### src/rtl/csr_pkg.sv
// Shared CSR addresses, interrupt cause codes, mstatus bit positions and the
// trap sequencer state type used by trap_ctrl and trap_irq_arb.
package csr_pkg;

   localparam int unsigned CSR_AW  = 12;
   localparam int unsigned CAUSE_W = 4;

   localparam logic [CSR_AW-1:0] CSR_MSTATUS = 12'h300;
   localparam logic [CSR_AW-1:0] CSR_MIE     = 12'h304;
   localparam logic [CSR_AW-1:0] CSR_MTVEC   = 12'h305;
   localparam logic [CSR_AW-1:0] CSR_MEPC    = 12'h341;
   localparam logic [CSR_AW-1:0] CSR_MCAUSE  = 12'h342;
   localparam logic [CSR_AW-1:0] CSR_MIP     = 12'h344;

   localparam logic [CAUSE_W-1:0] CAUSE_MSI = 4'd3;
   localparam logic [CAUSE_W-1:0] CAUSE_MTI = 4'd7;
   localparam logic [CAUSE_W-1:0] CAUSE_MEI = 4'd11;

   localparam int unsigned MSTATUS_MIE  = 3;
   localparam int unsigned MSTATUS_MPIE = 7;

   typedef enum logic [2:0] {
      ST_IDLE       = 3'd0,
      ST_EPC        = 3'd1,
      ST_CAUSE      = 3'd2,
      ST_STATUS     = 3'd3,
      ST_REDIR      = 3'd4,
      ST_MRET       = 3'd5,
      ST_MRET_REDIR = 3'd6
   } trap_state_e;

endpackage

### src/rtl/trap_irq_arb.sv
// Interrupt source front end: synchronizes irq_ext, masks the three levels
// with mie and picks the winning cause (ext > sw > timer).
module trap_irq_arb
   import csr_pkg::*;
#(
   parameter int unsigned XLEN        = 32,
   parameter int unsigned SYNC_STAGES = 2
) (
   input  logic               clk,
   input  logic               rst,
   input  logic               irq_sw,
   input  logic               irq_timer,
   input  logic               irq_ext,
   input  logic [XLEN-1:0]    csr_mie,
   output logic               any_pend,
   output logic [CAUSE_W-1:0] cause,
   output logic [XLEN-1:0]    mip
);

   logic [SYNC_STAGES-1:0] r_ext_sync;
   logic                   w_ext;
   logic                   w_pend_sw;
   logic                   w_pend_timer;
   logic                   w_pend_ext;
   logic                   w_unused;

   // external source is asynchronous to clk
   always_ff @(posedge clk or negedge rst) begin
      if (!rst) begin
         r_ext_sync <= '0;
      end else begin
         r_ext_sync <= {r_ext_sync[SYNC_STAGES-2:0], irq_ext};
      end
   end

   assign w_ext        = r_ext_sync[SYNC_STAGES-1];
   assign w_pend_sw    = irq_sw    & csr_mie[CAUSE_MSI];
   assign w_pend_timer = irq_timer & csr_mie[CAUSE_MTI];
   assign w_pend_ext   = w_ext     & csr_mie[CAUSE_MEI];
   assign any_pend     = w_pend_sw | w_pend_timer | w_pend_ext;

   always_comb begin
      cause = '0;
      if (w_pend_ext) begin
         cause = CAUSE_MEI;
      end else if (w_pend_sw) begin
         cause = CAUSE_MSI;
      end else if (w_pend_timer) begin
         cause = CAUSE_MTI;
      end
   end

   // mip reports raw (unmasked) levels
   always_comb begin
      mip            = '0;
      mip[CAUSE_MSI] = irq_sw;
      mip[CAUSE_MTI] = irq_timer;
      mip[CAUSE_MEI] = w_ext;
   end

   assign w_unused = ^{csr_mie[XLEN-1:12], csr_mie[10:8], csr_mie[6:4], csr_mie[2:0]};

endmodule

### src/rtl/trap_ctrl.sv
// Machine-mode trap sequencer: arbitrates interrupts against MRET and drives
// the CSR write port and fetch redirect. Define TRAP_CTRL_VECTORED_EN to
// honour mtvec vectored mode for interrupts.
module trap_ctrl
   import csr_pkg::*;
#(
   parameter int unsigned XLEN        = 32,
   parameter int unsigned SYNC_STAGES = 2
) (
   input  logic              clk,
   input  logic              rst,
   input  logic              irq_sw,
   input  logic              irq_timer,
   input  logic              irq_ext,
   input  logic [XLEN-1:0]   csr_mstatus,
   input  logic [XLEN-1:0]   csr_mie,
   input  logic [XLEN-1:0]   csr_mtvec,
   input  logic [XLEN-1:0]   csr_mepc,
   input  logic [XLEN-1:0]   pc_i,
   input  logic              pc_valid,
   input  logic              stall,
   input  logic              is_mret,
   output logic [XLEN-1:0]   mip_o,
   output logic              csr_we,
   output logic [CSR_AW-1:0] csr_waddr,
   output logic [XLEN-1:0]   csr_wdata,
   output logic              flush,
   output logic              busy,
   output logic              redirect_valid,
   output logic [XLEN-1:0]   redirect_pc
);

   trap_state_e        r_state;
   trap_state_e        w_next;
   logic [CAUSE_W-1:0] r_cause;
   logic [XLEN-1:0]    r_mstatus;

   logic               r_csr_we;
   logic [CSR_AW-1:0]  r_csr_waddr;
   logic [XLEN-1:0]    r_csr_wdata;
   logic               r_flush;
   logic               r_busy;
   logic               r_redir_valid;
   logic [XLEN-1:0]    r_redir_pc;
   logic [XLEN-1:0]    r_mip;

   logic               w_any_pend;
   logic [CAUSE_W-1:0] w_cause;
   logic [XLEN-1:0]    w_mip;
   logic               w_take_irq;
   logic               w_mret_go;
   logic               w_latch;
   logic               w_csr_we;
   logic [CSR_AW-1:0]  w_csr_waddr;
   logic [XLEN-1:0]    w_csr_wdata;
   logic               w_flush;
   logic               w_redir_valid;
   logic [XLEN-1:0]    w_redir_pc;
   logic [XLEN-1:0]    w_trap_base;
   logic [XLEN-1:0]    w_trap_target;
   logic [XLEN-1:0]    w_trap_status;
   logic [XLEN-1:0]    w_mret_status;
   logic               w_unused;

   trap_irq_arb #(
      .XLEN        (XLEN),
      .SYNC_STAGES (SYNC_STAGES)
   ) u_arb (
      .clk       (clk),
      .rst       (rst),
      .irq_sw    (irq_sw),
      .irq_timer (irq_timer),
      .irq_ext   (irq_ext),
      .csr_mie   (csr_mie),
      .any_pend  (w_any_pend),
      .cause     (w_cause),
      .mip       (w_mip)
   );

   assign w_take_irq = w_any_pend & csr_mstatus[MSTATUS_MIE] & pc_valid & ~stall
                     & (r_state == ST_IDLE);
   assign w_mret_go  = is_mret & ~stall & (r_state == ST_IDLE);

   // mstatus images written on trap entry and on MRET
   always_comb begin
      w_trap_status               = r_mstatus;
      w_trap_status[MSTATUS_MPIE] = r_mstatus[MSTATUS_MIE];
      w_trap_status[MSTATUS_MIE]  = 1'b0;
      w_mret_status               = csr_mstatus;
      w_mret_status[MSTATUS_MIE]  = csr_mstatus[MSTATUS_MPIE];
      w_mret_status[MSTATUS_MPIE] = 1'b1;
   end

   assign w_trap_base = {csr_mtvec[XLEN-1:2], 2'b00};

`ifdef TRAP_CTRL_VECTORED_EN
   // every trap here is an interrupt, so vectored mode always applies
   assign w_trap_target = (csr_mtvec[1:0] == 2'b01)
                        ? w_trap_base + (XLEN'(r_cause) << 2)
                        : w_trap_base;
`else
   assign w_trap_target = w_trap_base;
`endif

   // next state plus the output image of that state, registered below
   always_comb begin
      w_next        = r_state;
      w_latch       = 1'b0;
      w_csr_we      = 1'b0;
      w_csr_waddr   = '0;
      w_csr_wdata   = '0;
      w_flush       = 1'b0;
      w_redir_valid = 1'b0;
      w_redir_pc    = '0;
      case (r_state)
         ST_IDLE: begin
            if (w_mret_go) begin
               w_next      = ST_MRET;
               w_csr_we    = 1'b1;
               w_csr_waddr = CSR_MSTATUS;
               w_csr_wdata = w_mret_status;
               w_flush     = 1'b1;
            end else if (w_take_irq) begin
               w_next      = ST_EPC;
               w_latch     = 1'b1;
               w_csr_we    = 1'b1;
               w_csr_waddr = CSR_MEPC;
               w_csr_wdata = pc_i;
               w_flush     = 1'b1;
            end
         end
         ST_EPC: begin
            w_next      = ST_CAUSE;
            w_csr_we    = 1'b1;
            w_csr_waddr = CSR_MCAUSE;
            w_csr_wdata = {1'b1, (XLEN-1)'(r_cause)};
         end
         ST_CAUSE: begin
            w_next      = ST_STATUS;
            w_csr_we    = 1'b1;
            w_csr_waddr = CSR_MSTATUS;
            w_csr_wdata = w_trap_status;
         end
         ST_STATUS: begin
            w_next        = ST_REDIR;
            w_redir_valid = 1'b1;
            w_redir_pc    = w_trap_target;
         end
         ST_REDIR: begin
            w_next = ST_IDLE;
         end
         ST_MRET: begin
            w_next        = ST_MRET_REDIR;
            w_redir_valid = 1'b1;
            w_redir_pc    = {csr_mepc[XLEN-1:2], 2'b00};
         end
         ST_MRET_REDIR: begin
            w_next = ST_IDLE;
         end
         default: begin
            w_next = ST_IDLE;
         end
      endcase
   end

   always_ff @(posedge clk or negedge rst) begin
      if (!rst) begin
         r_state       <= ST_IDLE;
         r_cause       <= '0;
         r_mstatus     <= '0;
         r_csr_we      <= 1'b0;
         r_csr_waddr   <= '0;
         r_csr_wdata   <= '0;
         r_flush       <= 1'b0;
         r_busy        <= 1'b0;
         r_redir_valid <= 1'b0;
         r_redir_pc    <= '0;
         r_mip         <= '0;
      end else begin
         r_state <= w_next;
         if (w_latch) begin
            r_cause   <= w_cause;
            r_mstatus <= csr_mstatus;
         end
         r_csr_we      <= w_csr_we;
         r_csr_waddr   <= w_csr_waddr;
         r_csr_wdata   <= w_csr_wdata;
         r_flush       <= w_flush;
         r_busy        <= (w_next != ST_IDLE);
         r_redir_valid <= w_redir_valid;
         r_redir_pc    <= w_redir_pc;
         r_mip         <= w_mip;
      end
   end

   assign mip_o          = r_mip;
   assign csr_we         = r_csr_we;
   assign csr_waddr      = r_csr_waddr;
   assign csr_wdata      = r_csr_wdata;
   assign flush          = r_flush;
   assign busy           = r_busy;
   assign redirect_valid = r_redir_valid;
   assign redirect_pc    = r_redir_pc;

   assign w_unused = ^{csr_mepc[1:0], csr_mtvec[1:0]};

endmodule

### config.mk
export PLATFORM = sky130hd
export DESIGN_NAME = trap_ctrl
export DESIGN_NICKNAME = d
export VERILOG_FILES = /design/src/rtl/csr_pkg.sv /design/src/rtl/trap_irq_arb.sv /design/src/rtl/trap_ctrl.sv
export SDC_FILE = /design/constraint.sdc
export NUM_CORES = 1
export LEC_CHECK = 0
export ABC_CLOCK_PERIOD_IN_PS = 2400
export CORE_AREA = 2 2 120 122
export CTS_BUF_LIST = sky130_fd_sc_hd__clkbuf_16
export DETAILED_ROUTE_END_ITERATION = 8
export DIE_AREA = 0 0 122 124
export PLACE_DENSITY_LB_ADDON = 0.12
export SETUP_SLACK_MARGIN = 0.02
export SYNTH_ARGS = -nofsm -noshare
export SYNTH_HDL_FRONTEND = slang
export SYNTH_HIERARCHICAL = 1
export SYNTH_SLANG_ARGS = --single-unit
export TNS_END_PERCENT = 100
### constraint.sdc
create_clock -name clk -period 2.4 [get_ports clk]
set_input_delay 0.48 -clock clk [delete_from_list [all_inputs] [get_ports clk]]
set_output_delay 0.48 -clock clk [all_outputs]
set_load 0.05 [all_outputs]
[Word level (Yosys, flattened, before mapping)]
Index checks and enable logic that the tools add are counted.
Widths: inputs -> output; s select.
Storage, ports and cells
  register bits: 124
  input port bits: 168
  output and inout bits: 112
  logic and storage cells: 52
Operators by class
  eq/ne operators: 4
  muxes and demuxes: 20
  bitwise logic cells: 12
  reductions and logical operators: 4
Operators by type and width (number)
  $pmux 32 s3: 1
  $mux 32: 2
  $pmux 32 s2: 1
  $pmux 10 s3: 1
  $mux 10: 2
  $pmux 3 s5: 1
  $and 1x1->1: 9
  $mux 3: 3
  $mux 4: 2
  $eq 3x2->1 const B: 2
  $mux 1: 6
  $reduce_or 2->1: 2
  $eq 3x1->1 const B: 1
  $eq 3x3->1 const B: 1
  $logic_not 3->1: 1
  $reduce_bool 3->1: 1
  $or 1x1->1: 2
  $pmux 1 s2: 1
  $not 1->1: 1

[Depth between registers and ports, before layout]
  depth in word-level cells: 11
  gate-level depth with buffers: 7
  gate-level depth less buffers: 5

[Cells and area by module]
The synthesis kept the hierarchy.
By module, submodules not included
  trap_ctrl: times used 1, cells an instance 340, area an instance 5114.9 µm², sequential area each 3503.4 µm²
  trap_irq_arb: times used 1, cells an instance 42, area an instance 346.6 µm², sequential area each 50.0 µm²

[Worst setup path after synthesis]
Ideal clock, no wire load.
  path kind: flip-flop to flip-flop
  start point: register r_state[1]
  end point: register r_mstatus[0]
  library setup time: 0.125 ns
  arrival time: 1.721 ns
  required time: 2.275 ns
  path slack: 0.554 ns
  cell stages (with the launch flop): 6
  path buffers: 2
  period minus slack after synthesis: 1.846 ns
  cells stage by stage: dfrtp_1 > buf_2 > or3_4 > nor4_4 > buf_4 > mux2_2
Between the ends
  longest elaborated chain between the ends: 5
  elaborated cells on any way between the ends: 6
  those cells by class: mux: 3; bitwise: 2; reduce/logical: 1
RTL lines
  start, declared: line trap_ctrl.sv:33  | trap_state_e r_state;
  start signal, assigned: line trap_ctrl.sv:180  | r_state <= w_next;
  $logic_not 3->1 *: line trap_ctrl.sv:81, trap_ctrl.sv:82, trap_ctrl.sv:115
  $and 1x1->1: line trap_ctrl.sv:81  | & (r_state == ST_IDLE);
  $mux 1: line trap_ctrl.sv:123  | end else if (w_take_irq) begin
  $mux 1: line trap_ctrl.sv:117  | if (w_mret_go) begin
  $mux 1 *: line trap_ctrl.sv:115  | case (r_state)
  end signal, assigned: line trap_ctrl.sv:183  | r_mstatus <= csr_mstatus;
  end, declared: line trap_ctrl.sv:36  | logic [XLEN-1:0] r_mstatus;
Mark *: on every way between the ends. The rest lies on a longest branch, timed or not.
A chain may end at the register's enable or synchronous reset.

==> flow_summary_export.csv <==
group,metric,value,unit
cts,clk_pin_slew,0.05,ns
timing,holdWs,0.353,ns
final_layout,nFillCells,1131,
critical_path,end_kind,"output port",
cts,cts_buffers,17,
critical_path,crit_type,"reg2out",
yosys,synthesis.area,5460,um2
timing,fin_crit,2.06,ns
final_layout,syn2layout_area_growth,54.4,%
yosys,synthCells,382,
critical_path,crit_fanout,2,
drt,wirelength,12.9,mm
drt,route.met2.wl,6.45,mm
power_and_ir_drop,powerDensity,1040,nW/um2
floorplanning,rows,43,
global_route,grt_max_degree,44,
placed_design,pre_cts_slack,-0.0599,ns
critical_path,reg2reg_depth,4,
hold_path,hold_end,"u_arb/r_ext_sync[1]",
final_layout,insertedDiodeCount,0,
timing,finClkSkew,0.00595,ns
cts,clk_latency,0.41,ns
critical_path,crit_chain,"clkdlybuf4s50_1",
drt,top_layer_used,"met4",
placed_design,dpl.cell_count,784,
yosys,syn_area_per_cell,14.3,um2
hold_path,hold_start,"u_arb/r_ext_sync[0]",
cts,root_buffer,"clkbuf_16",
critical_path,cp.required,1.92,ns
timing,rsz0062_at_grt,"no",
drt,wl_met3,1.61,mm
cts,postCtsSetupBuffers,0,
yosys,ys_seq_elements,142,
status,status,"completed",
final_layout,regArea,3550,um2
global_route,grt_antenna_before_repair,0,
yosys,synth.distinct_cells,33,
global_route,grtUsageTotal,17.6,%
critical_path,cp_slowest_stage_delay,0.82,ns
cts,cts_tree,"done",
yosys,yosysWarnings,6,
hold_path,holdPathStages,0,
critical_path,arrival,1.58,ns
power_and_ir_drop,power.leakage,3.76,nW
timing,tightest_slew,0.551,ns
timing,max_slew_margin,63.2,%
global_route,grt-ovfl-total,0,
final_layout,drive_above_1_share,13.5,%
flow_run,cap_violations,0,
global_route,grt_pass1_wl,19.8,mm
floorplanning,fp.dieH,124,um
cts,h-tree-depth,4,
drt,first_pass_iters,4,
final_layout,fin_nets,792,
final_layout,multiInputGateArea,1600,um2
timing,hold_violations,0,
drt,ant_nets,0,
placed_design,gp_congestion,0.739,
critical_path,critical_path.slowest_cell,"clkdlybuf4s50_1",
placed_design,post-dp-hpwl,9.41,mm
critical_path,r2r_start,"r_state[1]",
timing,period_share,85.8,%
global_route,grt_pass1_vias,3926,
floorplanning,die_w,122,um
placed_design,portBuffers,237,
drt,via_per_inst,4.60,
timing,clock.fmax,486,MHz
cts,cts_num_sinks,142,
power_and_ir_drop,ir_worst_vdd,0.000460,V
drt,wl_met1,4.64,mm
final_layout,instances_no_fill,815,
timing,setup_viol,0,
drt,dr.first_iter.drc_count,127,
critical_path,cp_num_buf_inv,1,
critical_path,rrSetupSlack,0.46,ns
critical_path,r2r-end,"r_mstatus[21]",
floorplanning,die_area,15100,um2
floorplanning,start_util,39.8,%
final_layout,postLayoutCoreUtil,61.5,%
yosys,seq_area_frac_synth,65.1,%
timing,setup_ws,0.340,ns
floorplanning,io_pins,280,
timing,slew_viol_final,0,
cts,clock_path_buffers,2,
hold_path,hold_path.class,"reg2reg",
drt,drcViolationCount,0,
drt,vias,3747,
drt,avgRoutedWirePerCell,15.8,um
critical_path,critPathTopFamily,"buffers and inverters",
critical_path,worst_setup_path_start_kind,"flop",
floorplanning,fp.coreArea,13700,um2
## layer usage
| metal | up-vias | global-route usage [%] |
|---|---|---|
| met5 | - | 0 |
| met4 | 0 | 6.25 |
| met3 | 12 | 9.57 |
| met2 | 167 | 29.5 |
| met1 | 1794 | 19.0 |
| li1 | 1774 | - |
## repair_timing
item / in CTS / in global routing
gates resized for setup: 0 / 0
hold endpoints to repair: 39 / 0
hold buffers: 1 / 0
## stage by stage
| step | setup TNS, ns | power, mW | cell area (um2) |
|---|---|---|---|
| floorplan | 0 | 5.38 | 5600 |
| global placement | -0.162 | 6.52 | 7910 |
| detailed placement | -0.985 | 6.58 | 7910 |
| CTS | 0 | 8.91 | 8430 |
| global route | 0 | 9.29 | 8430 |
| finish | 0 | 8.81 | 8430 |
## worst max path at each step
stage	start	end	slack, ns	cells past startpoint
2_1_floorplan	r_state[1]	r_mstatus[0]	0.55	5
3_3_place_gp	csr_mie[11]	r_mstatus[13]	-0.01	7
3_5_place_dp	csr_mie[11]	r_mstatus[11]	-0.06	7
4_1_cts	csr_waddr[8]	csr_waddr[9]	0.30	1
5_1_grt	csr_mie[11]	r_mstatus[21]	0.23	7
6_report	csr_waddr[8]	csr_waddr[9]	0.34	1
## logic make-up after synthesis
family                 Yosys count  synth area share (%)
AO/OA/AOI/OAI                   77                  12.4
buffers and inverters           68                  8.29
flip-flops                     142                  65.1
multiplexers                    34                  7.01
other                            2                 0.138
AND/OR/NAND/NOR                 59                  7.10
## flip-flops by register name, indices dropped and copies added, names as in the netlist
signal            count
r_state               3
redirect_pc          30
csr_wdata            32
busy                  1
redirect_valid        1
csr_we                1
r_cause               4
flush                 1
csr_waddr             4
mip_o                32
r_mstatus            31
u_arb/r_ext_sync      2
## where the power goes
group	switching, mW	internal, mW
sequential	0.203	2.99
clock	0.919	1.38
combinational	1.99	1.34
total	3.11	5.70
## final cells by class
class / instances / share of cell area [%]
timing repair buffer: 254 / 30.1
sequential: 142 / 42.1
clock inverter: 13 / 1.01
tap: 180 / 2.67
inverter: 1 / 0.0445
clock buffer: 17 / 5.04
multi-input combinational: 208 / 19.0
## synthesized netlist by cell type, drive strengths merged
library cell | number | share of area [%]
dfrtp | 142 | 65
buf | 53 | 7.3
mux2 | 34 | 7.0
a221o | 32 | 5.9
a22o | 30 | 4.8
and2 | 29 | 3.4
clkbuf | 14 | 0.96
a21oi | 7 | 0.64
nand3b | 7 | 0.96
nor2 | 5 | 0.34
or2 | 4 | 0.46
nor2b | 3 | 0.34
a211oi | 2 | 0.27
conb | 2 | 0.14
nand2b | 2 | 0.23
nor3b | 2 | 0.27
o31a | 2 | 0.32
or3 | 2 | 0.32
a31oi | 1 | 0.11
inv | 1 | 0.069
nand2 | 1 | 0.069
nand3 | 1 | 0.092
nor3 | 1 | 0.092
nor4 | 1 | 0.39
o211ai | 1 | 0.14
o21a | 1 | 0.14
o21ai | 1 | 0.092
or3b | 1 | 0.16
## layout by cell type (no fill, tap or decap), types with 2 or more instances in the layout
cell type	netlist	final
clkdlybuf4s50_1	0	236
dfrtp_1	142	142
conb_1	2	38
mux2_2	34	34
a221o_1	32	32
a22o_1	30	30
and2_1	27	27
clkbuf_16	0	17
buf_4	50	13
nand3b_1	7	7
a21oi_1	7	7
clkinv_2	0	5
nor2_1	5	4
or2_2	4	4
clkinv_1	0	4
inv_1	1	3
buf_12	0	3
nor2b_1	3	2
nand2b_1	2	2
o31a_1	2	2
a211oi_1	2	2
Power figures use the tool's default switching activity.
